`config.mk`:
```
export PLATFORM = sky130hd
export DESIGN_NAME = tetris_game_ctrl
export DESIGN_NICKNAME = d
export VERILOG_FILES = /design/src/rtl/tetris_game_ctrl.sv
export SDC_FILE = /design/constraint.sdc
export NUM_CORES = 1
export LEC_CHECK = 0
export CELL_PAD_IN_SITES_DETAIL_PLACEMENT = 1
export CELL_PAD_IN_SITES_GLOBAL_PLACEMENT = 1
export CORE_MARGIN = 10
export CORE_UTILIZATION = 44
export DETAILED_ROUTE_END_ITERATION = 16
export HOLD_SLACK_MARGIN = 0.02
export PLACE_DENSITY_LB_ADDON = 0.3
export SYNTH_ARGS = -nofsm -noshare
export SYNTH_HDL_FRONTEND = slang
export SYNTH_SLANG_ARGS = --single-unit
export TNS_END_PERCENT = 5
```
`constraint.sdc`:
```
create_clock -name clk -period 7.6 [get_ports clk]
set_clock_uncertainty 0.1 [all_clocks]
set_input_delay 1.14 -clock clk [delete_from_list [all_inputs] [get_ports clk]]
set_output_delay 1.14 -clock clk [all_outputs]
set_load 0.05 [all_outputs]
```
`src/rtl/tetris_game_ctrl.sv`:
```
// tetris_game_ctrl: top-level game sequencer for the Tetris core.
//
// Runs the OVER -> NEW -> DRO -> DEL loop. It turns drop-timer ticks and
// board-checker status into per-piece command pulses, and it keeps the
// lines, level and score statistics.
//
// Ports:
//   clk, rst        system clock; asynchronous active-high reset
//   start           single-cycle start pulse (used only in OVER)
//   drop            single-cycle gravity tick from the drop timer
//   collide_below   level: the piece cannot move one row down
//   spawn_blocked   level: the spawn position is occupied
//   clear_done      single-cycle pulse from the row-clear engine
//   clear_count     rows cleared (0-4); valid with clear_done
//   state           NEW=0, DRO=1, DEL=2, OVER=3
//   del_to_dro      single-cycle pulse that restarts the drop timer
//   spawn/move_down/lock  single-cycle piece command pulses
//   level, lines, score   game statistics (saturating)
//
// Every output is registered.
module tetris_game_ctrl #(
    parameter int MAX_LEVEL       = 15,
    parameter int LINES_PER_LEVEL = 10,
    parameter int DEL_TIMEOUT     = 1023,
    parameter int SCORE_MAX       = 999999
) (
    input  logic        clk,
    input  logic        rst,
    input  logic        start,
    input  logic        drop,
    input  logic        collide_below,
    input  logic        spawn_blocked,
    input  logic        clear_done,
    input  logic [2:0]  clear_count,
    output logic [1:0]  state,
    output logic        del_to_dro,
    output logic        spawn,
    output logic        move_down,
    output logic        lock,
    output logic [3:0]  level,
    output logic [9:0]  lines,
    output logic [19:0] score
);

    typedef enum logic [1:0] {
        S_NEW  = 2'd0,
        S_DRO  = 2'd1,
        S_DEL  = 2'd2,
        S_OVER = 2'd3
    } state_t;

    localparam int CW = $clog2(DEL_TIMEOUT + 1);
    // The lines-in-level counter briefly holds up to LINES_PER_LEVEL+3.
    localparam int LW = $clog2(LINES_PER_LEVEL + 4);

    state_t         state_q, state_d;
    logic [CW-1:0]  cnt_q, cnt_d, cnt_inc;
    logic [LW-1:0]  lil_q, lil_d, lil_sum;
    logic [3:0]     level_d;
    logic [9:0]     lines_d;
    logic [19:0]    score_d;
    logic           spawn_d, move_down_d, lock_d, del_to_dro_d;

    logic [2:0]     n;
    logic [10:0]    base;
    logic [4:0]     lvl_p1;
    logic [15:0]    prod;
    logic [10:0]    lines_sum;
    logic [20:0]    score_sum;
    logic           timeout;

    assign state   = state_q;
    assign cnt_inc = cnt_q + CW'(1);
    assign timeout = (cnt_inc == CW'(DEL_TIMEOUT));

    always_ff @(posedge clk or posedge rst) begin
        if (rst) begin
            state_q    <= S_OVER;
            cnt_q      <= '0;
            lil_q      <= '0;
            level      <= '0;
            lines      <= '0;
            score      <= '0;
            spawn      <= 1'b0;
            move_down  <= 1'b0;
            lock       <= 1'b0;
            del_to_dro <= 1'b0;
        end else begin
            state_q    <= state_d;
            cnt_q      <= cnt_d;
            lil_q      <= lil_d;
            level      <= level_d;
            lines      <= lines_d;
            score      <= score_d;
            spawn      <= spawn_d;
            move_down  <= move_down_d;
            lock       <= lock_d;
            del_to_dro <= del_to_dro_d;
        end
    end

    always_comb begin
        state_d      = state_q;
        cnt_d        = cnt_q;
        lil_d        = lil_q;
        level_d      = level;
        lines_d      = lines;
        score_d      = score;
        spawn_d      = 1'b0;
        move_down_d  = 1'b0;
        lock_d       = 1'b0;
        del_to_dro_d = 1'b0;

        // Rows credited on DEL exit. A timeout counts as 0 rows, and
        // out-of-range counts are clamped to 4.
        n = 3'd0;
        if (clear_done) n = (clear_count > 3'd4) ? 3'd4 : clear_count;

        case (n)
            3'd1:    base = 11'd40;
            3'd2:    base = 11'd100;
            3'd3:    base = 11'd300;
            3'd4:    base = 11'd1200;
            default: base = 11'd0;
        endcase

        // Scoring uses the level in force before this clear.
        lvl_p1    = {1'b0, level} + 5'd1;
        prod      = 16'(base) * 16'(lvl_p1);
        score_sum = 21'(score) + 21'(prod);
        lines_sum = 11'(lines) + 11'(n);
        lil_sum   = lil_q + LW'(n);

        case (state_q)
            S_OVER: begin
                if (start) begin
                    level_d = '0;
                    lines_d = '0;
                    score_d = '0;
                    lil_d   = '0;
                    state_d = S_NEW;
                end
            end
            S_NEW: begin
                // drop is ignored here because the timer is being restarted.
                if (spawn_blocked) begin
                    state_d = S_OVER;
                end else begin
                    state_d      = S_DRO;
                    spawn_d      = 1'b1;
                    del_to_dro_d = 1'b1;
                end
            end
            S_DRO: begin
                if (drop) begin
                    if (collide_below) begin
                        lock_d  = 1'b1;
                        cnt_d   = '0;
                        state_d = S_DEL;
                    end else begin
                        move_down_d = 1'b1;
                    end
                end
            end
            default: begin // S_DEL
                cnt_d = cnt_inc;
                if (clear_done || timeout) begin
                    state_d = S_NEW;
                    lines_d = (lines_sum > 11'd999) ? 10'd999 : lines_sum[9:0];
                    score_d = (score_sum > 21'(SCORE_MAX)) ? 20'(SCORE_MAX)
                                                           : score_sum[19:0];
                    if (lil_sum >= LW'(LINES_PER_LEVEL)) begin
                        lil_d = lil_sum - LW'(LINES_PER_LEVEL);
                        if (level < 4'(MAX_LEVEL)) level_d = level + 4'd1;
                    end else begin
                        lil_d = lil_sum;
                    end
                end
            end
        endcase
    end

endmodule

```
# Word level (Yosys, flattened, before mapping)
# Index checks and enable logic that the tools add are counted.
[word_totals] register_bits=53 inputBits=10 out_inout_bits=40 elab_cells=82
[op_classes] addsub=7 multipliers=1 magnitude_cmp=5 eq_ne=10 n_mux=36 bitwise=2 reduce_logical=12
[op_table] operator="$mux W20" count=3
[op_table] operator="$mux W10" count=5
[op_table] operator="$pmux W11 S4" count=1
[op_table] operator="$pmux W10 S2" count=2
[op_table] operator="$pmux W20 S2" count=1
[op_table] operator="$mux W4" count=6
[op_table] operator="$add A20 B16 Y21" count=1
[op_table] operator="$gt A21 B20 Y1 const B" count=1
[op_table] operator="$mul A11 B5 Y16" count=1
[op_table] operator="$pmux W4 S2" count=2
[op_table] operator="$add A10 B3 Y11" count=1
[op_table] operator="$gt A11 B10 Y1 const B" count=1
[op_table] operator="$add A10 B1 Y10 const B" count=1
[op_table] operator="$eq A10 B10 Y1 const B" count=1
[op_table] operator="$mux W2" count=5
[op_table] operator="$mux W1" count=8
[op_table] operator="$eq A3 B2 Y1 const B" count=2
[op_table] operator="$mux W3" count=2
[op_table] operator="$ne A2 B2 Y1 const B" count=3
[op_table] operator="$pmux W2 S3" count=1
[op_table] operator="$reduce_and A3 Y1" count=2
[op_table] operator="$reduce_bool A2 Y1" count=3
[op_table] operator="$add A4 B1 Y5 const B" count=1
[op_table] operator="$reduce_and A5 Y1" count=1
[op_table] operator="other kinds (16)" count=18

# Longest topological paths before layout
[logic_depth] word_depth=11 mapped_depth=22 ltp_nobuf=19

# Worst setup path before layout
# No wires, ideal clock.
[synth_timing] path_kind="input to register" start="input clear_done" end="register score[8]" setup_time_ps=90 arrival_time_ps=5887 required_ps=7410 setup_slack_ps=1524 cell_stages=19 path_buffers=0 cell_sequence="nor2b_1 > nand2_1 > inv_1 > nor3_1 > nor2_1 > fa_1 > fa_1 > inv_1 > fa_1 > inv_1 > ha_1 > and2_4 > a221oi_2 > a21oi_2 > or4_4 > a221oi_2 > o21ai_2 > a211o_4 > o31ai_4"
[synth_via] elab_chain_len=9 elab_cells_between_ends=15 classes_between="add/sub (1); mul (1); order compare (1); eq/ne (4); mux (5); reduce/logical (3)"
[synth_rtl] element="from (decl)" line="33" source="input logic clear_done,"
[synth_rtl] element="$mux W3" line="117" source="if (clear_done) n = (clear_count > 3'd4) ? 3'd4 : clear_count;"
[synth_rtl] element="$eq A3 B3 Y1 (tied with other cells)" line="119" source="case (n)"
[synth_rtl] element="$pmux W11 S4" line="119"
[synth_rtl] element="$mul A11 B5 Y16" line="129" source="prod = 16'(base) * 16'(lvl_p1);"
[synth_rtl] element="$add A20 B16 Y21" line="130" source="score_sum = 21'(score) + 21'(prod);"
[synth_rtl] element="$gt A21 B20 Y1" line="170" source="score_d = (score_sum > 21'(SCORE_MAX)) ? 20'(SCORE_MAX)"
[synth_rtl] element="$mux W20" line="170"
[synth_rtl] element="$mux W20" line="167" source="if (clear_done || timeout) begin"
[synth_rtl] element="$pmux W20 S2" line="134" source="case (state_q)"
[synth_rtl] element="to (signal assigned)" line="94" source="score <= score_d;"
[synth_rtl] element="to (decl)" line="42" source="output logic [19:0] score"
# Parallel ways exist; a longest one is shown, timed or not. The select of a mux whose other input is x is not followed.
# A chain may end at the register's enable or synchronous reset.

# Worst setup path in the final report
# Ends and elaborated chain as after synthesis.

==> results.md <==
* Clock Tree Root: clkbuf_8
* Placed cells at 716
* Number of flops mapped to enable cells by yosys at 0
* Number of synthesized register bits at 52
* Final worst slack at about 0.66 ns
* Via count at between 4000 and 5000
* Share of flip-flops with an asynchronous set or reset at between 90% and 100%
* Vias/cell at 5.78
* Post-route ant nets at 0
* Ys flop type: dfrtp_1
* Fmax at between 100 and 150 MHz
* Hold Slack at approximately 0.43 ns
* Final wirelength at around 14000 microns
* Chip width at around 120 microns
* Required @ worst endpoint at ~7.8 ns
* Count of final hold-check violations at 0
* Synth Area in XOR/XNOR at under 10%
* Leak at approximately 2.5 nW
* TritonCTS Buffers at 5
* Final Slew Violations at 0
* Register area share after synthesis at roughly 28%
* Count of cell types in the netlist at 66
* Clock Latency Late Sink at approximately 0.33 ns
* Antenna Cells at 0
* Clock Pin Slew Worst Setup and Hold Paths at 0.12 ns
* RSZ-0062 raised after global routing: no
* Floorplan core area at around 10000 sq um
* Vias in the first global route at 4336
* Post-Layout Cell Count at a little over 700
* Routed wire per std cell at roughly 19 microns
* Post-DP Area at 5360 sq um
* DRC at 0
* Mapped cell area at approximately 4700 sq um
* Die height at roughly 120 microns
* Clock Sinks at 52
* Synth Area in Simple Gates at 17.9%
* Finished Core Util at 52.4%
* Layout filler cell count at about 1200
* First-pass GRT wire length at between 20000 and 25000 microns
* Ports at 50
* Hold Path Cell Cnt at 2
* Status: finished, final reports clean
* Largest family of logic cells by synthesized area: adder cells
* Final setup violation count at 0
* Post-cts resize count at 0
* Initial Util at between 40% and 50%
* Layout cells sized above 1 at under 10%
* Crit share post-route at around 91%
* Initial antenna violation count at 0
* Total setup buffers inserted after CTS at 0
* Total Power at about 1.7 mW
* Mapped Cells at between 500 and 600
* Worst slack, placed at between 0.3 and 0.4 ns
* P&R area growth vs syn at 15.3%
* Largest net degree at the start of global routing at 53
* Worst Setup Start Kind: input pin
* Final HPWL DP at roughly 11000 microns
* Port bufs at 49
* Row cnt at 37
* Element type at the critical path end: register
* CP Max Fanout at 8
* Mux contribution to synthesized area at less than 1%
* Pre-Repair DR Iteration Count at 4
* 1st-iter DRT viols at approximately 230
* Rel. slew slack at between 20% and 30%
* Hold buffer count at CTS at 0
* Yosys warning count at 0
* Syn_nets at 626
* Gr usage total at between 10% and 20%
* Setup TNS at 0 ns
* Mean Syn Cell Area at 8.69 sq um
* Worst Reg-to-Reg Cells at 17
* Total gr overflow at 0
* Htree depth at 2
* Pwr dens at about 320 nW/um^2
* Peak supply drop at 125 uV
* Fin nets at between 600 and 700
* Longest Clk Path Bufs at 2
* CTS tree: done
* Design area at between 5000 and 6000 sq um
* Crit path DAT at roughly 7 ns
* Routability Congestion at ~0.9
* DIE AREA at approximately 15000 sq um
* Max-cap check violation count at 0
* Adder-cell share of the synthesized area at about a quarter
* Tightest Pin Transition at 1.15 ns
* CP Class: input pin to register
* Hold Path Class: register to register
* Post-synthesis compound-gate area fraction at between 10% and 20%
* Min cycle time layout at between 6 and 7 ns
Yosys cell counts (3+ instances only):
| master | n | area, sq um |
|---|---|---|
| inv_1 | 72 | 270 |
| nand2_1 | 52 | 195 |
| dfrtp_1 | 50 | 1250 |
| o21ai_0 | 46 | 230 |
| ha_1 | 41 | 513 |
| nor2_1 | 36 | 135 |
| fa_1 | 30 | 601 |
| a21oi_1 | 29 | 145 |
| nand3_1 | 15 | 75.1 |
| and3_1 | 13 | 81.3 |
| nand2b_1 | 13 | 81.3 |
| clkbuf_1 | 11 | 41.3 |
| nor3_1 | 11 | 55.1 |
| nor2b_1 | 10 | 62.6 |
| xor2_1 | 9 | 78.8 |
| a21o_1 | 8 | 60.1 |
| xnor2_1 | 7 | 61.3 |
| a211oi_1 | 6 | 45.0 |
| a22o_1 | 6 | 52.6 |
| o21ai_1 | 5 | 25.0 |
| o31ai_1 | 5 | 37.5 |
| buf_2 | 4 | 20.0 |
| o211ai_1 | 4 | 30.0 |
| and2_1 | 3 | 18.8 |
| o21a_1 | 3 | 22.5 |
| o22ai_1 | 3 | 18.8 |
state kept, by name (all words and copies together), names as in the netlist:
name	cells
score	19
state	2
cnt_q	10
lock	1
level	4
lil_q	4
spawn	1
lines	10
move_down	1
metal layers:
metal	vias up	track usage (%)	wire length, microns
li1	1946	-	-
met1	2115	24.9	6300
met2	100	30.6	6460
met3	21	3.17	787
met4	0	5.60	314
met5	-	0	0
power by group:
part	switching (mW)	total, mW	internal [mW]
sequential	0.0943	0.447	0.353
clock	0.113	0.183	0.0700
combinational	0.715	1.10	0.389
total	0.923	1.73	0.811
placed cells by master, fill, tap and decap left out, drive strengths merged, types with 5 or more instances in the layout:
cell type      netlist  final
a211oi               6      6
a21o                 8      8
a21oi               31     31
a22o                 6      6
and2                 5      5
and3                13     13
clkbuf              11      5
clkdlybuf4s50        0     49
dfrtp               50     50
fa                  30     30
ha                  41     41
inv                 72     75
nand2               52     52
nand2b              13     13
nand3               15     15
nor2                36     36
nor2b               10     10
nor3                11     11
o21ai               52     52
o31ai                6      6
xnor2                7      7
xor2                 9      9
layout make-up:
cell class,instances,area [sq um],share of cell area (%)
Multi-Input combinational cell,403,3100,56.7
Sequential cell,52,1300,23.9
Timing Repair Buffer,53,520,9.53
Inverter,72,270,4.95
Tap cell,136,170,3.12
Clock buffer,5,68.8,1.26
Clock inverter,3,28.8,0.527
cells by family (layout without fill, tap and decap cells):
family	after synthesis	count (layout)
AO/OA/AOI/OAI	142	142
XOR/XNOR	16	16
adder cells (fa/ha/maj)	71	71
buffers and inverters	90	133
flip-flops	52	52
multiplexers	4	4
AND/OR/NAND/NOR	170	170
path summary, 6_finish.rpt:
path / startpoint / endpoint / slack [ns]
max in group asynchronous: rst / score[11] / 5.72
setup / recovery: clear_done / score[8] / 0.66
hold reg to reg: lil_q[3] / lil_q[3] / 0.43
hold / removal: lil_q[3] / lil_q[3] / 0.43
min in group asynchronous: rst / lines[4] / 1.21
setup reg to reg: level[0] / score[8] / 1.56
worst max-delay path, cell delays in order:
cell and delay (ns):
clkdlybuf4s50_1 0.54, nor2b_1 0.22, nand2_1 0.13, inv_1 0.13
nor3_1 0.48, nor2_1 0.14, fa_1 0.52, fa_1 0.55
inv_1 0.06, fa_1 0.53, inv_1 0.05, ha_1 0.35
and2_4 0.17, a221oi_2 0.34, a21oi_2 0.13, or4_4 0.54
a221oi_2 0.32, o21ai_2 0.17, a211o_4 0.42, o31ai_4 0.16
(Power assumes the default switching activity.)
